### config.mk
export PLATFORM = sky130hd
export DESIGN_NAME = program_loader_flat
export DESIGN_NICKNAME = d
export VERILOG_FILES = /design/src/rtl/program_loader_pkg.sv /design/src/rtl/program_loader_if.sv /design/src/rtl/program_loader.sv /design/src/flat_wrapper.sv
export SDC_FILE = /design/constraint.sdc
export NUM_CORES = 1
export LEC_CHECK = 0
export CORE_MARGIN = 2
export CORE_UTILIZATION = 40
export DETAILED_ROUTE_END_ITERATION = 7
export DONT_BUFFER_PORTS = 1
export PLACE_DENSITY_LB_ADDON = 0.05
export SYNTH_ARGS = -nofsm -noshare
export SYNTH_HDL_FRONTEND = slang
export SYNTH_SLANG_ARGS = --single-unit
export TNS_END_PERCENT = 1
### constraint.sdc
create_clock -name clk -period 4.23 [get_ports clk]
set_input_delay 0.6345 -clock clk [delete_from_list [all_inputs] [get_ports clk]]
set_output_delay 0.6345 -clock clk [all_outputs]
set_load 0.01 [all_outputs]
### src/rtl/program_loader_pkg.sv
// Shared types and constants for the boot-time program loader.
// Defines the loader FSM state encoding, the frame start byte and the word size.
package loader_pkg;

  localparam logic [7:0] LD_HEADER     = 8'hA5;
  localparam int         LD_WORD_BYTES = 2;

  typedef enum logic [2:0] {
    IDLE = 3'd0,
    LEN  = 3'd1,
    HI   = 3'd2,
    LO   = 3'd3,
    CSUM = 3'd4,
    DONE = 3'd5,
    ERR  = 3'd6
  } ld_state_t;

endpackage

### src/rtl/program_loader_if.sv
// Byte-stream receive handshake plus program-memory write port of the loader.
// The loader uses the slave side; the byte source and the memory use the master side.
interface program_loader_if #(
  parameter int ADDR_W  = 8,
  parameter int INSTR_W = 16
);

  logic [7:0]         rx_data;
  logic               rx_valid;
  logic               rx_ready;
  logic               pm_we;
  logic [ADDR_W-1:0]  pm_addr;
  logic [INSTR_W-1:0] pm_wdata;

  modport slave (
    input  rx_data, rx_valid,
    output rx_ready, pm_we, pm_addr, pm_wdata
  );

  modport master (
    output rx_data, rx_valid,
    input  rx_ready, pm_we, pm_addr, pm_wdata
  );

endinterface

### src/rtl/program_loader.sv
// Assembles 16-bit instruction words from a framed byte stream into program memory
// and holds the core until a frame with a good checksum has been written.
module program_loader
  import loader_pkg::*;
#(
  parameter logic [7:0] HEADER  = LD_HEADER,
  parameter int         ADDR_W  = 8,
  parameter int         INSTR_W = 16
) (
  input  logic             clk,
  input  logic             clr,
  program_loader_if.slave  bus,
  output logic             core_hold,
  output logic             busy,
  output logic             done,
  output logic             err
);

  ld_state_t          state_q, state_d;
  logic [7:0]         hi_q, hi_d;
  logic [ADDR_W-1:0]  addr_q, addr_d;
  logic [8:0]         cnt_q, cnt_d;
  logic [7:0]         csum_q, csum_d;
  logic               rx_ready_q;
  logic               pm_we_q, pm_we_d;
  logic [ADDR_W-1:0]  pm_addr_q, pm_addr_d;
  logic [INSTR_W-1:0] pm_wdata_q, pm_wdata_d;
  logic               hold_q, hold_d;
  logic               busy_q, busy_d;
  logic               done_q, done_d;
  logic               err_q, err_d;
  logic               accept;

  assign accept = bus.rx_valid && rx_ready_q;

  always_comb begin
    state_d    = state_q;
    hi_d       = hi_q;
    addr_d     = addr_q;
    cnt_d      = cnt_q;
    csum_d     = csum_q;
    pm_we_d    = 1'b0;
    pm_addr_d  = pm_addr_q;
    pm_wdata_d = pm_wdata_q;
    done_d     = done_q;
    err_d      = err_q;

    if (accept) begin
      case (state_q)
        IDLE, DONE, ERR: begin
          if (bus.rx_data == HEADER) begin
            state_d = LEN;
            done_d  = 1'b0;
            err_d   = 1'b0;
          end
        end
        LEN: begin
          // A length byte of zero encodes a full 256-word image.
          cnt_d   = (bus.rx_data == 8'd0) ? 9'd256 : {1'b0, bus.rx_data};
          addr_d  = '0;
          csum_d  = 8'd0;
          state_d = HI;
        end
        HI: begin
          hi_d    = bus.rx_data;
          csum_d  = csum_q + bus.rx_data;
          state_d = LO;
        end
        LO: begin
          csum_d     = csum_q + bus.rx_data;
          pm_we_d    = 1'b1;
          pm_addr_d  = addr_q;
          pm_wdata_d = {hi_q, bus.rx_data};
          addr_d     = addr_q + ADDR_W'(1);
          cnt_d      = cnt_q - 9'd1;
          state_d    = (cnt_q == 9'd1) ? CSUM : HI;
        end
        CSUM: begin
          if (bus.rx_data == csum_q) begin
            state_d = DONE;
            done_d  = 1'b1;
          end else begin
            state_d = ERR;
            err_d   = 1'b1;
          end
        end
        default: state_d = IDLE;
      endcase
    end

    // Status flags are registered from the next state so they line up with it.
    busy_d = (state_d == LEN) || (state_d == HI) || (state_d == LO) || (state_d == CSUM);
    hold_d = (state_d != DONE);
  end

  always_ff @(posedge clk) begin
    if (clr) begin
      state_q    <= IDLE;
      hi_q       <= 8'd0;
      addr_q     <= '0;
      cnt_q      <= 9'd0;
      csum_q     <= 8'd0;
      rx_ready_q <= 1'b1;
      pm_we_q    <= 1'b0;
      pm_addr_q  <= '0;
      pm_wdata_q <= '0;
      hold_q     <= 1'b1;
      busy_q     <= 1'b0;
      done_q     <= 1'b0;
      err_q      <= 1'b0;
    end else begin
      state_q    <= state_d;
      hi_q       <= hi_d;
      addr_q     <= addr_d;
      cnt_q      <= cnt_d;
      csum_q     <= csum_d;
      rx_ready_q <= 1'b1;
      pm_we_q    <= pm_we_d;
      pm_addr_q  <= pm_addr_d;
      pm_wdata_q <= pm_wdata_d;
      hold_q     <= hold_d;
      busy_q     <= busy_d;
      done_q     <= done_d;
      err_q      <= err_d;
    end
  end

  assign bus.rx_ready = rx_ready_q;
  assign bus.pm_we    = pm_we_q;
  assign bus.pm_addr  = pm_addr_q;
  assign bus.pm_wdata = pm_wdata_q;
  assign core_hold    = hold_q;
  assign busy         = busy_q;
  assign done         = done_q;
  assign err          = err_q;

endmodule

### src/flat_wrapper.sv
// flat-port wrapper written by rule: the top's interface ports become plain ports
module program_loader_flat import loader_pkg::*;
#(
  parameter logic [7:0] HEADER  = LD_HEADER,
  parameter int         ADDR_W  = 8,
  parameter int         INSTR_W = 16
)
  (clk, clr, core_hold, busy, done, err, bus_rx_data, bus_rx_valid, bus_rx_ready, bus_pm_we, bus_pm_addr, bus_pm_wdata);
  program_loader_if #(.ADDR_W(ADDR_W), .INSTR_W(INSTR_W)) bus_i ();
  input  logic clk;
  input  logic clr;
  output logic core_hold;
  output logic busy;
  output logic done;
  output logic err;
  input wire logic [$bits(bus_i.rx_data)-1:0] bus_rx_data;
  input wire logic [$bits(bus_i.rx_valid)-1:0] bus_rx_valid;
  output wire logic [$bits(bus_i.rx_ready)-1:0] bus_rx_ready;
  output wire logic [$bits(bus_i.pm_we)-1:0] bus_pm_we;
  output wire logic [$bits(bus_i.pm_addr)-1:0] bus_pm_addr;
  output wire logic [$bits(bus_i.pm_wdata)-1:0] bus_pm_wdata;
  assign bus_i.rx_data = bus_rx_data;
  assign bus_i.rx_valid = bus_rx_valid;
  assign bus_rx_ready = bus_i.rx_ready;
  assign bus_pm_we = bus_i.pm_we;
  assign bus_pm_addr = bus_i.pm_addr;
  assign bus_pm_wdata = bus_i.pm_wdata;
  program_loader #(.HEADER(HEADER), .ADDR_W(ADDR_W), .INSTR_W(INSTR_W)) u_core (.clk(clk), .clr(clr), .bus(bus_i), .core_hold(core_hold), .busy(busy), .done(done), .err(err));
endmodule
==> summary.txt, run 1 <==
Die
  • Row count: 31
  • DIE HEIGHT: about 92 um
  • Die width: 91.6 um
  • Initial Util: 0.419
  • Die Area: 8390 um2
  • Core area: 7330 um2
  • I/O Pins: 41

Layout
  • FILL cells: 783
  • Area of the multi-input gates: 1600 um2
  • Final nets: 406
  • Sequential cell area: 1300 um2
  • Share of cells above drive strength 1: 0.0643
  • Antenna Cells: 0
  • Post-Route Utilization: 0.448
  • Post-synthesis to final-layout area growth: 7.06%

Timing
  • Fin. Hold Viols: 0
  • Slew Viols, Final: 0
  • Worst slew margin: 0.247
  • Worst Max-Slew Pin Slew: 1130 ps
  • Setup TNS: 0 ps
  • RSZ-0062 raised after global routing: no
  • Final setup fails: 0
  • Fin crit share: 0.573
  • Min Tclk post-route: 2420 ps
  • Fmax: 0.413 GHz
  • Worst Skew: 8.93 ps

GRT
  • Vias in the first global route: 2410
  • Antenna violations before repair: 0
  • Remaining global-route overflow: 0
  • Largest net degree at the start of global routing: 65
  • GRT Overall Usage: 0.180
  • First-pass GRT wire length: 12.0 mm

Power
  • Clock power frac: 0.460
  • Power per cell area: 406 nW/um2
  • Flop pwr share: 0.476
  • Gate power share: 0.064
  • Switch Pwr: 0.336 mW
  • Max rail drop VDD: between 0.0001 and 0.00015 V
  • Internal power: 0.997 mW
  • Leakage Power: 1.16 nW
  • Switch share: 0.252

CTS
  • Clock latency on the worst-skew pair: 350 ps
  • H-tree Lvls: 3
  • Root Buffer: clkbuf_8
  • Clock Path Buffers: 2
  • CTS Buf Count: 9
  • Post-cts hold buffer count: 0
  • Post-CTS Setup Bufs: 0
  • CTS clk-pin slew, worst paths: 80 ps
  • CTS tree: yes
  • Post-cts sizing count: 0
  • Number of clock sinks: 65

Synth
  • Top post-synthesis cells by area: dfxtp_1, nand2_1, a21oi_1
  • Synth Instances: 399
  • Seq/Total Area, Yosys: 0.424
  • Most used DFF post-synth: dfxtp_1
  • Synthesized area per cell: 7.69 um2
  • Async set or reset register ratio after synthesis: 0
  • Largest area contributor in the netlist: dfxtp_1
  • Syn Std Cell Area: 3070 um2
  • Area fraction of the dominant cell type after synthesis: 0.424
  • Seq cells post-synth: 65
  • Post-synth EDFFs: 0
  • Top cells by count, synth: nand2_1, dfxtp_1, a21oi_1, nor2_1, o21ai_0
  • Post-synthesis cell type count: 52
  • Synth Warn #: 0
  • Most common cell in the netlist: nand2_1
  • Syn nets: between 400 and 500

Worst setup path
  • Crit-path slowest cell: and2_1
  • CP endpoint kind: flop
  • Highest cell delay on the worst timing path: between 900 and 1000 ps
  • WP data required: 4490 ps
  • Worst Setup Path Type: reg2reg
  • Top delay family on crit path: simple AND/OR/NAND/NOR gates
  • Worst EP arrival: between 2000 and 3000 ps
  • Worst path cell trace: nand2_1 > nor2_2 > and2_1 > nand2_1 > a311oi_1
  • Crit path buf inv count: 0
  • Critical path startpoint category: flop
  • Most used cell, CP: nand2_1
  • Peak fanout along the critical path: 32

Run
  • Maxcap violations: 0

Route
  • 1st-pass router iterations: 4
  • Top routing layer in use: met4
  • DR WL met3: 362 um
  • Met1 Wirelength: 3.55 mm
  • Post-Route WL: around 7.2 mm
  • Via count: 2577
  • Routed len/inst: 14.8 um
  • Initial DRC Count: 130
  • WL met2: about 3.2 mm
  • Via density: 5.28
  • Drt drc: 0
  • Routed Antenna Nets: 0

Placement
  • HPWL Detailed: approximately 4.7 mm
  • Port-buffer cells: 0
  • Placer Congestion: 0.775

Worst hold path
  • Hold Crit Class: in2reg

Outcome
  • Status: finished, final reports clean
state kept, by name, indices dropped and copies added (netlist names):
name,cells
u_core.state_q,3
u_core.bus.pm_wdata,16
u_core.done,1
u_core.csum_q,8
u_core.busy,1
u_core.hi_q,8
u_core.err,1
u_core.bus.pm_addr,8
u_core.addr_q,8
u_core.bus.pm_we,1
u_core.core_hold,1
u_core.cnt_q,9
logic make-up after synthesis:
kind of cell    Yosys count  share of synthesized area
other cells               1                    0.00122
fa+ha+maj                11                     0.0473
xor+xnor                  7                     0.0200
flops                    65                      0.424
compound gates          103                      0.196
simple gates            176                      0.256
buf+inv                  36                     0.0551
metrics by stage:
stage          power [mW]  area (um2)  setup slack [ps]  hold WS (ps)  cells
2_1_floorplan       0.732        3070              2000           432    399
3_3_place_gp        0.734        3060              1840           437    472
3_5_place_dp        0.734        3060              1760           442    472
4_1_cts              1.34        3280              1750           334    488
5_1_grt              1.39        3280              1480           321    488
6_report             1.33        3280              1810           348    488
final cells by class:
| class | instances | area share |
|---|---|---|
| multi-input combinational | 298 | 0.486 |
| inverter | 10 | 0.0114 |
| tap | 99 | 0.0377 |
| clock buffer | 9 | 0.0377 |
| sequential | 65 | 0.396 |
| clock inverter | 7 | 0.0305 |
power groups by stage:
stage	registers [mW]	clock network, mW	logic [mW]
final	0.634	0.612	0.0857
after global routing	0.636	0.653	0.0987
after CTS	0.634	0.624	0.0863
after detailed placement	0.649	0	0.0857
after global placement	0.649	0	0.0851
after floorplan	0.644	0	0.0885
placed cells by master (no fill, tap or decap), types with 2 or more instances in the layout:
cell type  count
nand3_1        8
nor3_1         7
o211ai_1       2
o21ai_1        3
a311oi_1       2
nor2_1        46
a22oi_1        8
a21oi_1       58
ha_1          10
dfxtp_1       65
nand4_1        2
bufinv_16      2
nand2b_1       5
or4_1          2
nand2_1       82
xor2_1         3
or2_2          2
nor2b_1        5
xnor2_1        4
and2_1         3
inv_1         10
clkbuf_8       9
and3_1         3
o21ai_0       16
nand3b_1       2
inv_6          3
a211oi_1       2
final timing paths:
path | cells after the start | from | to | slack [ps]
worst max-delay path | 5 | u_core.state_q[0] | u_core.addr_q[6] | 1810
worst min-delay path | 1 | clr | u_core.csum_q[1] | 350
worst max register to register | 5 | u_core.state_q[0] | u_core.addr_q[6] | 1810
worst min register to register | 2 | u_core.hi_q[3] | u_core.bus.pm_wdata[11] | 450
per-layer routing:
layer	track usage	vias to the layer above
li1	-	1322
met1	0.240	1195
met2	0.279	53
met3	0.0564	7
met4	0.0556	0
met5	0	-
Note: power is estimated with default switching activity, not from simulation.
==> inputs of run 2 (changes only) <==
==> constraint.sdc (replaced) <==
create_clock -name clk -period 2.1 [get_ports clk]
set_input_delay 0.315 -clock clk [delete_from_list [all_inputs] [get_ports clk]]
set_output_delay 0.315 -clock clk [all_outputs]
set_load 0.01 [all_outputs]
==> summary.txt, run 2 (same netlist as run 1, synthesis figures left out) <==
Die
  • Row count: 31 (unchanged)
  • Initial Util: 0.419 (unchanged)
  • Die width: 91.6 um (unchanged)
  • I/O Pins: 41 (unchanged)
  • Die Area: 8390 um2 (unchanged)
  • DIE HEIGHT: 91.6 um (unchanged)
  • Core area: 7330 um2 (unchanged)

CTS
  • H-tree Lvls: 3 (unchanged)
  • CTS tree: yes (unchanged)
  • CTS Buf Count: 9 (unchanged)
  • Root Buffer: clkbuf_8 (unchanged)
  • Number of clock sinks: 65 (unchanged)
  • Post-cts hold buffer count: 0 (unchanged)
  • CTS clk-pin slew, worst paths: 80 ps (about the same)
  • Clock Path Buffers: 2 (unchanged)
  • Clock latency on the worst-skew pair: 340 ps (was 350 ps)

Placement
  • HPWL Detailed: 4.90 mm (was 4.73 mm)
  • Placer Congestion: 0.779 (was 0.775)
  • Port-buffer cells: 0 (unchanged)

Route
  • 1st-pass router iterations: 4 (unchanged)
  • Post-Route WL: 7.23 mm (was 7.22 mm)
  • Via density: 5.19 (was 5.28)
  • Via count: 2581 (was 2577)
  • Drt drc: 0 (unchanged)
  • Routed len/inst: 14.6 um (was 14.8 um)
  • Routed Antenna Nets: 0 (unchanged)
  • Initial DRC Count: 139 (was 130)

Outcome
  • Status: finished, final reports clean (unchanged)

Worst setup path
  • Peak fanout along the critical path: 5 (was 32)
  • Worst path cell trace: ha_1 > nor3_1 > nand3_1 > a32o_1 > a21oi_2 > a21boi_2 > xor2_1 > nor2_1 (was nand2_1 > nor2_2 > and2_1 > nand2_1 > a311oi_1)
  • Crit-path slowest cell: ha_1 (was and2_1)
  • WP data required: 2330 ps (was 4490 ps)
  • Worst EP arrival: 2180 ps (was 2680 ps)
  • Highest cell delay on the worst timing path: 330 ps (was 930 ps)
  • CP endpoint kind: flop (unchanged)
  • Critical path startpoint category: flop (unchanged)
  • Worst Setup Path Type: reg2reg (unchanged)

Layout
  • Share of cells above drive strength 1: 0.0879 (was 0.0643)
  • Most frequent cells in the layout: nand2_1, dfxtp_1, a21oi_1, nor2_1, o21ai_0 (unchanged)
  • Antenna Cells: 0 (unchanged)
  • Most common cell after layout, fill and taps aside: nand2_1 (unchanged)
  • Post-synthesis to final-layout area growth: 9.30% (was 7.06%)
  • Largest register FFs: 16 (unchanged)
  • Final nets: 415 (was 406)
  • Post-Route Utilization: 0.457 (was 0.448)

Timing
  • Fin crit share: 0.931 (was 0.573)
  • Min Tclk post-route: 1950 ps (was 2420 ps)
  • RSZ-0062 raised after global routing: no (unchanged)
  • Fin. Hold Viols: 0 (unchanged)
  • Setup TNS: 0 ps (unchanged)
  • Worst Skew: 11.5 ps (was 8.93 ps)
  • Fmax: 0.512 GHz (was 0.413 GHz)
  • Slew Viols, Final: 0 (unchanged)
  • Final setup fails: 0 (unchanged)

GRT
  • Met3 Track Usage GR: 0.0415 (was 0.0564)
  • Antenna violations before repair: 0 (unchanged)
  • First-pass GRT wire length: 12.3 mm (was 12.0 mm)
  • Largest net degree at the start of global routing: 65 (unchanged)
  • Top Usage Layer GRT: met2 (unchanged)
  • Remaining global-route overflow: 0 (unchanged)
  • GR Util met2: 0.282 (was 0.279)
  • Met1 Track Usage GR: 0.248 (was 0.240)
  • Vias in the first global route: 2498 (was 2410)
  • GRT Overall Usage: 0.182 (was 0.180)

Power
  • Leakage Power: 1.18 nW (was 1.16 nW)
  • Total power: 2.52 mW (was 1.33 mW)
  • Power per cell area: 753 nW/um2 (was 406 nW/um2)
  • Max rail drop VDD: 0.000308 V (was 0.000145 V)

Worst hold path
  • Hold Crit Class: in2reg (unchanged)

Run
  • Maxcap violations: 0 (unchanged)
-- run 2: worst max-delay path: cells and delay by family (launching register included) --
kind                     cells  cell delay, ps
AO/OA/AOI/OAI                3             610
AND/OR/NAND/NOR              3             430
adder cells (fa/ha/maj)      1             330
flip-flops                   1             320
XOR/XNOR                     1             150
-- run 2: layer usage --
metal,up-vias,wire (um),share of wire
met5,-,0,0
met4,0,66,0.0091
met3,6,293,0.041
met2,41,3310,0.46
met1,1192,3560,0.49
li1,1342,-,-
-- run 2: stage by stage --
stage / hold WS, ps / worst slack [ps] / area (um2) / std cells
after floorplan: 432 / 189 / 3070 / 399
after global placement: 392 / 127 / 3140 / 481
after detailed placement: 393 / 98.2 / 3140 / 481
after CTS: 21.0 / 84.3 / 3330 / 497
after global routing: 22.7 / 1.94 / 3350 / 497
final: 37.7 / 145 / 3350 / 497
-- run 2: layout make-up --
class / count / area [um2]
Sequential cell: 65 / 1300
Clock inverter: 6 / 66.3
Clock buffer: 10 / 128
Inverter: 10 / 37.5
Timing Repair Buffer: 9 / 80.1
Multi-Input combinational cell: 298 / 1620
Fill cell: 765 / 3980
Tap cell: 99 / 124
-- run 2: timing repair --
action / in CTS / in global routing
resized for setup: 0 / 2
buffers inserted: 0 / 0
setup endpoints to repair: 0 / 1
-- run 2: final timing paths --
| path | start | endpoint | slack [ps] | cells past startpoint |
|---|---|---|---|---|
| min reg2reg | u_core.hi_q[2] | u_core.hi_q[2] | 450 | 2 |
| max reg2reg | u_core.csum_q[3] | u_core.busy | 150 | 8 |
| max | u_core.csum_q[3] | u_core.busy | 150 | 8 |
| min | clr | u_core.bus.pm_wdata[3] | 40 | 1 |
-- run 2: power breakdown --
group / total, mW / switching, mW / internal, mW
clock: 1.06 / 0.510 / 0.550
sequential: 1.28 / 0.0208 / 1.25
combinational: 0.188 / 0.106 / 0.0819
total: 2.52 / 0.637 / 1.89
